File: src/rtl/pipelined_addsub.sv
// Pipelined WIDTH-bit adder/subtractor for the ALU datapath: one carry-chained
// slice per stage, valid/ready handshake with bubble collapsing, flags from the last stage.
module pipelined_addsub #(
   parameter int WIDTH  = 32,
   parameter int STAGES = 2
) (
   input  logic             clk,
   input  logic             rst_n,
   input  logic             in_valid,
   output logic             in_ready,
   input  logic [WIDTH-1:0] in_a,
   input  logic [WIDTH-1:0] in_b,
   input  logic             in_cin,
   input  logic             in_sub,
   output logic             out_valid,
   input  logic             out_ready,
   output logic [WIDTH-1:0] out_sum,
   output logic             out_cout,
   output logic             out_ovf,
   output logic             out_zero,
   output logic             out_neg
);

   localparam int SW  = WIDTH / STAGES;
   localparam int MSB = WIDTH - 1;

   logic [STAGES-1:0] r_valid;
   logic [WIDTH-1:0]  r_a     [STAGES];
   logic [WIDTH-1:0]  r_b     [STAGES];   // holds b_eff: already inverted for subtract
   logic [WIDTH-1:0]  r_sum   [STAGES];
   logic              r_carry [STAGES];

   logic [STAGES-1:0] w_free;
   logic              w_v_up    [STAGES];
   logic [WIDTH-1:0]  w_a_up    [STAGES];
   logic [WIDTH-1:0]  w_b_up    [STAGES];
   logic [WIDTH-1:0]  w_s_up    [STAGES];
   logic              w_c_up    [STAGES];
   logic [WIDTH-1:0]  w_sum_nxt [STAGES];
   logic              w_c_nxt   [STAGES];

   // A stage may load when it is empty or its content moves on this cycle.
   always_comb begin
      w_free[STAGES-1] = !r_valid[STAGES-1] || out_ready;
      for (int k = STAGES - 2; k >= 0; k--) begin
         w_free[k] = !r_valid[k] || w_free[k+1];
      end
   end

   assign in_ready = w_free[0];

   for (genvar k = 0; k < STAGES; k++) begin : g_stage
      logic [SW:0]      w_slice;
      logic [WIDTH-1:0] w_sum;

      if (k == 0) begin : g_first
         assign w_v_up[k] = in_valid;
         assign w_a_up[k] = in_a;
         assign w_b_up[k] = in_sub ? ~in_b : in_b;
         assign w_c_up[k] = in_cin ^ in_sub;
         assign w_s_up[k] = '0;
      end else begin : g_next
         assign w_v_up[k] = r_valid[k-1];
         assign w_a_up[k] = r_a[k-1];
         assign w_b_up[k] = r_b[k-1];
         assign w_c_up[k] = r_carry[k-1];
         assign w_s_up[k] = r_sum[k-1];
      end

      assign w_slice = {1'b0, w_a_up[k][k*SW +: SW]}
                     + {1'b0, w_b_up[k][k*SW +: SW]}
                     + {{SW{1'b0}}, w_c_up[k]};

      // NOTE: w_sum takes a full default before the slice overwrite, so no latch is inferred.
      always_comb begin
         w_sum              = w_s_up[k];
         w_sum[k*SW +: SW]  = w_slice[SW-1:0];
      end

      assign w_sum_nxt[k] = w_sum;
      assign w_c_nxt[k]   = w_slice[SW];
   end

   // NOTE: the datapath registers are reset as well as the valid bits, so out_sum reads 0 after reset.
   always_ff @(posedge clk or negedge rst_n) begin
      if (!rst_n) begin
         r_valid <= '0;
         for (int k = 0; k < STAGES; k++) begin
            r_a[k]     <= '0;
            r_b[k]     <= '0;
            r_sum[k]   <= '0;
            r_carry[k] <= 1'b0;
         end
      end else begin
         // NOTE: non-blocking assignments make every stage sample its upstream neighbour's old value.
         for (int k = 0; k < STAGES; k++) begin
            if (w_free[k]) begin
               r_valid[k] <= w_v_up[k];
               if (w_v_up[k]) begin
                  r_a[k]     <= w_a_up[k];
                  r_b[k]     <= w_b_up[k];
                  r_sum[k]   <= w_sum_nxt[k];
                  r_carry[k] <= w_c_nxt[k];
               end
            end
         end
      end
   end

   assign out_valid = r_valid[STAGES-1];
   assign out_sum   = r_sum[STAGES-1];
   assign out_cout  = r_carry[STAGES-1];
   assign out_ovf   = (r_a[STAGES-1][MSB] == r_b[STAGES-1][MSB])
                   && (out_sum[MSB] != r_a[STAGES-1][MSB]);
   assign out_zero  = (out_sum == '0);
   assign out_neg   = out_sum[MSB];

endmodule

File: config.mk
export PLATFORM = sky130hd
export DESIGN_NAME = pipelined_addsub
export DESIGN_NICKNAME = d
export VERILOG_FILES = /design/src/rtl/pipelined_addsub.sv
export SDC_FILE = /design/constraint.sdc
export NUM_CORES = 1
export LEC_CHECK = 0
export CORE_MARGIN = 2
export CORE_UTILIZATION = 35
export DETAILED_ROUTE_END_ITERATION = 8
export HOLD_SLACK_MARGIN = 0.12
export PLACE_DENSITY = 0.7
export SETUP_SLACK_MARGIN = 0.1
export SYNTH_ARGS = -nofsm -noshare
export SYNTH_HDL_FRONTEND = slang
export SYNTH_SLANG_ARGS = --single-unit
File: constraint.sdc
create_clock -name clk -period 4.45 [get_ports clk]
set_input_delay 1.335 -clock clk [delete_from_list [all_inputs] [get_ports clk]]
set_output_delay 1.335 -clock clk [all_outputs]
set_load 0.02 [all_outputs]
==> results of run 1 <==
[worst min-delay path: cells and delay by family (launching register included)]
family             cells  cell delay, ps
and+or+nand+nor        1              50
DFF                    1             340
AOI/OAI and AO/OA      1              60
[power groups by stage]
stage	clock network, W	logic (W)	registers [W]
finish	0.000768	0.00136	0.00121
global placement	0	0.00135	0.00122
detailed placement	0	0.00137	0.00123
CTS	0.000780	0.00137	0.00121
global route	0.000822	0.00149	0.00124
floorplan	0	0.000672	0.00133
[routing by layer]
| metal | up-vias | share of wire, % |
|---|---|---|
| met3 | 9 | 5.1 |
| li1 | 1974 | - |
| met2 | 96 | 47 |
| met1 | 1885 | 47 |
| met4 | 0 | 0.79 |
| met5 | - | 0 |
[metrics by stage]
| step | worst slack (ps) | power [W] | cells | util (%) | hold slack [ps] |
|---|---|---|---|---|---|
| floorplan | 575 | 0.00200 | 501 | - | 445 |
| global placement | 507 | 0.00257 | 768 | 44.9 | 459 |
| detailed placement | 464 | 0.00259 | 768 | 44.9 | 469 |
| CTS | 528 | 0.00337 | 784 | 47.1 | 482 |
| global route | 471 | 0.00356 | 784 | 47.1 | 511 |
| finish | 534 | 0.00334 | 784 | 47.1 | 479 |
[cell type report]
class	instances	share of cell area (%)
Timing Repair Buffer	112	17.0
Sequential cell	86	32.8
Tap cell	180	3.43
Inverter	7	0.400
Clock buffer	11	3.85
Multi-Input combinational cell	383	41.7
Clock inverter	5	0.877
[registers in the layout (all words and copies together), names as in the netlist]
| register | cells |
|---|---|
| r_valid | 2 |
| r_a | 17 |
| g_stage.w_sum | 16 |
| r_carry | 1 |
| r_b | 17 |
| out_sum | 32 |
| out_cout | 1 |
[cell families (layout without fill, tap and decap cells)]
group / Yosys count / count (layout) / synth area share [%]
muxes: 39 / 39 / 8.71
DFF: 86 / 86 / 42.9
buffers and inverters: 32 / 135 / 2.62
xor gates and xnor gates: 57 / 57 / 9.95
and+or+nand+nor: 122 / 122 / 11.0
AOI/OAI and AO/OA: 131 / 131 / 15.7
adders and majority gates: 34 / 34 / 9.08
[layout by cell type, fill, tap and decap left out, types with 4 or more instances in the layout]
master,Yosys,final
clkdlybuf4s50_1,0,105
dfrtp_1,86,86
nand2_1,67,66
o21ai_0,61,61
mux2_2,37,37
xnor2_1,30,30
ha_1,30,30
xor2_1,27,27
a21oi_1,25,25
nor2_1,19,19
a21o_1,9,9
clkbuf_16,0,9
nor4_1,8,8
nand4_1,8,8
inv_1,7,7
nand2b_1,6,6
a211oi_1,6,6
o21bai_1,6,6
o31ai_1,6,6
buf_4,1,5
nand3_1,4,4
a221oi_1,4,4
fa_1,4,4
[worst max-delay path by stage]
stage / to / slack, ps
6_report: in_ready / 530
5_1_grt: in_ready / 470
4_1_cts: in_ready / 530
3_5_place_dp: r_carry[1] / 460
3_3_place_gp: r_carry[1] / 510
2_1_floorplan: r_carry[1] / 570
==> results.yml, run 1 <==
detailed_routing:
  drtAntennaViolNets: 0
  wl_per_cell_um: 14.9
  dr.pass1.iters: 4
  drc_errors: 0
  vias: 3964
  routed_wl_um: 11700
  viasPerCell: 5.06
  drtIter0Drc: 178
placement:
  gp_congestion: 0.888
  place_hpwl_um: 9170
  dpl_cell_area_mm2: 0.00625
  port_buffers: 107
yosys:
  synthArstFlopShare_pct: 100
  ys_types: 46
  synth_top_area_share_pct: 42.9
  ys_seq_elements: 86
  synth_flop_cell: "dfrtp_1"
  synth_largest_area_cell: "dfrtp_1"
  synthTopCellsByArea: "dfrtp_1, mux2_2, ha_1"
  synth.yosys.warnings: 0
  yosysMostFrequentCell: "dfrtp_1"
  synth.cell_area_mm2: 0.00502
  ys_seq_area_share_pct: 42.9
  synthesis.nets: 605
  syn_inst: 501
  avgSynthCellArea_um2: 10.0
  synth_edf_count: 0
  synth.cells.most_frequent: "dfrtp_1, nand2_1, o21ai_0"
worst_setup_path:
  ff2ff_path_depth: 8
  r2r_slack_ps: 1660
  critPathBufInv: 2
  path_cells: "clkdlybuf4s50_1 -> nand3b_1 -> clkdlybuf4s50_1"
  r2r-end: "out_sum[26]"
  cp.arrival_ps: 2580
  endpoint_kind: "primary output"
  critPathMaxFanout: 3
  required_ps: 3120
  path_class: "input pin to primary output"
  crit_path_frequent_cell: "clkdlybuf4s50_1"
  slowest_stage: "clkdlybuf4s50_1"
  worst-path-stages: 3
  worst_setup_path_start_kind: "input pin"
  rr_startpoint: "r_a[48]"
  critPathTopFamily: "buffers and inverters"
  slowest_delay_ps: 620
  crit_path_start: "out_ready"
sta:
  final_hold_viol_count: 0
  fin_setup_tns_ps: 0
  finalCriticalPeriod_ps: 3920
  setup_viol: 0
  fin_crit_sh_pct: 88.0
  slew_headroom_pct: 30.6
  skew_ps: 6.03
  rsz0062_at_grt: "false"
  worstMarginPinSlew_ps: 1040
  slew_viol_final: 0
  fmax_ghz: 0.255
floorplan:
  core_area_mm2: 0.0139
  ios: 108
  die-area_mm2: 0.0153
  die_h_um: 124
  start_util_pct: 36.0
  die_w_um: 124
  rows: 43
power_and_ir_drop:
  p_clk_share_pct: 23.0
  internal_power_w: 0.00214
  ir_drop_mv: 0.204
  p_sw_share_pct: 35.8
  seqPwrFrac_pct: 36.2
  p_leak_nw: 2.77
  power_frac_comb_pct: 40.8
  netSwitchingPower_w: 0.00119
  pwr_density_cell_mw_per_mm2: 509
grt:
  grtUsageTotal_pct: 16.1
  met1_usage_pct: 22.2
  grt_max_degree: 87
  use_met2_pct: 25.7
  use_met3_pct: 3.62
  grt_pass1_vias: 3889
  grt_pass1_wl_um: 19200
  busiest_layer: "met2"
  grt_antenna_before_repair: 0
  grt.overflow.total: 0
cts:
  postCtsHoldBufs: 0
  cts_resized: 0
  cts_max_path_buffers: 2
  postCtsSetupBuffers: 0
  clk_latency_ps: 340
  numClockSinks: 86
  root_buffer: "clkbuf_16"
  htree_levels: 3
  cts.clk_slew.worst_paths_ps: 60
  cts_buffers: 9
  cts_tree: "done"
final_layout:
  drive_above_1_share_pct: 10.9
  antenna_cells: 0
  final_area_mm2: 0.00656
  ff_latch_area_mm2: 0.00215
  syn_to_final_growth_pct: 30.8
  fin_nets: 703
  multi_input_area_mm2: 0.00274
  nFillCells: 1316
worst_hold_path:
  hold_path_class: "flip-flop to flip-flop"
  holdCritStartpoint: "g_stage[1].w_sum[6]"
  whs_path_depth: 2
  hold_path_end: "g_stage[1].w_sum[6]"
run:
  maxCapViolations: 0
status:
  status: "finished, final reports clean"
No activity file was read; power rests on OpenSTA's default activity.
==> run 2, diff against run 1 <==
--- a/config.mk
+++ b/config.mk
@@ -10,7 +10,7 @@
 export DETAILED_ROUTE_END_ITERATION = 8
 export HOLD_SLACK_MARGIN = 0.12
 export PLACE_DENSITY = 0.7
-export SETUP_SLACK_MARGIN = 0.1
+export SETUP_SLACK_MARGIN = 0.05
 export SYNTH_ARGS = -nofsm -noshare
 export SYNTH_HDL_FRONTEND = slang
 export SYNTH_SLANG_ARGS = --single-unit
==> results of run 2 <==
Same layout as run 1: the final DEF is identical, and so are final timing and power.
==> RTL edit, RTL diff (flow settings as in run 1) <==
The parameter `WIDTH` goes from 32 to 24.
--- a/src/rtl/pipelined_addsub.sv
+++ b/src/rtl/pipelined_addsub.sv
@@ -2,5 +2,5 @@
 // slice per stage, valid/ready handshake with bubble collapsing, flags from the last stage.
 module pipelined_addsub #(
-   parameter int WIDTH  = 32,
+   parameter int WIDTH  = 24,
    parameter int STAGES = 2
 ) (
Ports: changed (resized in_a, in_b and out_sum); port bits go from 108 to 84. No check against the original RTL was run, so the function may have changed too.
==> RTL edit against run 1 <==
- worst setup slack lost 0.010 ns
- area after synthesis down 26%
- total power decreased by 30%
- count of clock-buffer cells in the layout is 1 higher
- sequential cell count decreased by 20
- synthesized cell count fell by 22%
- routed wire length fell by 28%
- register-to-register slack improved by 0.52 ns
- cell area shrank 26%
- critical path type unchanged
- critical endpoint unchanged
- largest cell class unchanged
- highest routed layer unchanged
==> RTL edit: results (changes against run 1) <==
metric,value,unit,change
via count of the first global-routing pass,2958,,-24%
R2R Setup Slk,2.18,ns,+0.52 ns
largest net degree at the start of global routing,62,,-29%
WL/cell,13.8,um,-7.5%
actual slew at the worst max-slew pin,1.04,ns,+0.00206 ns
Max VDD drop,181,uV,-11%
leakage power,2.16,nW,-22%
layout cell share with drive strength beyond 1,0.0798,,-0.0294
CTS resizes,0,,unchanged
DP HPWL,6.65,mm,-28%
largest cells by area after synthesis,"dfrtp_1 (44%), nand2_1 (9.1%), ha_1 (7.4%), xor2_1 (6.3%), o21ai_0 (4.4%)",,
switching fraction of total power,0.365,,+0.00716
"most common cell after layout, fill and taps aside",nand2_1,,
reg-to-reg endpoint,out_sum[20],,
drt via density,4.89,,-3.4%
number of flip-flops in the largest register,24,,-25%
Critical Path AT,2.59,ns,about the same
R2R depth,9,,+1
fill cell count,993,,-25%
Layout Nets,552,,-21%
GP Congestion,0.850,,-4.2%
Reg2Reg Launch Point,r_a[36],,
Clock Skews,0.0142,ns,+0.00822 ns
post-synthesis sequential area ratio,0.443,,+0.0135
"Net Count, Synth",470,,-22%
top post-synthesis cells by count,"nand2_1 (90), dfrtp_1 (66), o21ai_0 (33)",,
synth unique cells,47,,+2.2%
Port Buffer Count,83,,-22%
status,completed,,
overall routing resource usage,0.155,,-0.00551
[RTL edit: how the worst min path moves through the flow]
stage | start | slack (ns) | end | cells past startpoint
detailed placement | g_stage[1].w_sum[4] | 0.47 | out_sum[4] | 2
global route | g_stage[1].w_sum[4] | 0.49 | out_sum[4] | 2
floorplan | g_stage[1].w_sum[0] | 0.43 | out_sum[0] | 2
finish | g_stage[1].w_sum[8] | 0.47 | out_sum[8] | 2
CTS | g_stage[1].w_sum[4] | 0.47 | out_sum[4] | 2
global placement | g_stage[1].w_sum[4] | 0.46 | out_sum[4] | 2
[RTL edit: worst max-delay path, delay by kind of cell]
kind / cells / cell delay, ns
buffers and inverters: 2 / 1.10
AND/OR/NAND/NOR: 1 / 0.16
[RTL edit: kinds of logic after synthesis]
group / after synthesis / share of synthesized area
compound gates: 87 / 0.147
xor+xnor: 41 / 0.0962
fa+ha+maj: 26 / 0.0952
buf+inv: 24 / 0.0268
flops: 66 / 0.443
mux: 13 / 0.0392
simple gates: 133 / 0.153
[RTL edit: per-stage QoR]
| stage | cells | utilization | total power [mW] | area, sq um | setup slack [ns] |
|---|---|---|---|---|---|
| global placement | 597 | 0.454 | 1.82 | 4690 | 0.508 |
| detailed placement | 597 | 0.454 | 1.86 | 4690 | 0.432 |
| finish | 612 | 0.472 | 2.32 | 4880 | 0.524 |
| global route | 612 | 0.472 | 2.48 | 4880 | 0.497 |
| CTS | 612 | 0.472 | 2.34 | 4880 | 0.516 |
| floorplan | 390 | - | 1.45 | 3730 | 0.779 |
[RTL edit: power by group through the flow]
| stage | Combinational [mW] | Sequential, mW | Clock [mW] |
|---|---|---|---|
| after floorplan | 0.466 | 0.981 | 0 |
| after global routing | 1.04 | 0.916 | 0.522 |
| final | 0.943 | 0.896 | 0.485 |
| after CTS | 0.952 | 0.898 | 0.495 |
| after global placement | 0.922 | 0.901 | 0 |
| after detailed placement | 0.947 | 0.910 | 0 |
[RTL edit: routing by layer]
| metal | vias up | track usage | wire length [um] |
|---|---|---|---|
| li1 | 1507 | - | - |
| met1 | 1402 | 0.217 | 4000 |
| met2 | 71 | 0.234 | 3890 |
| met3 | 10 | 0.0327 | 424 |
| met4 | 0 | 0.0622 | 142 |
| met5 | - | 0 | 0 |
[RTL edit: cell type report]
cell class / instances / area share
sequential: 66 / 0.339
inverter: 8 / 0.00616
multi-input combinational: 300 / 0.407
clock buffer: 12 / 0.0298
tap: 136 / 0.0349
clock inverter: 3 / 0.00821
timing repair buffer: 87 / 0.176
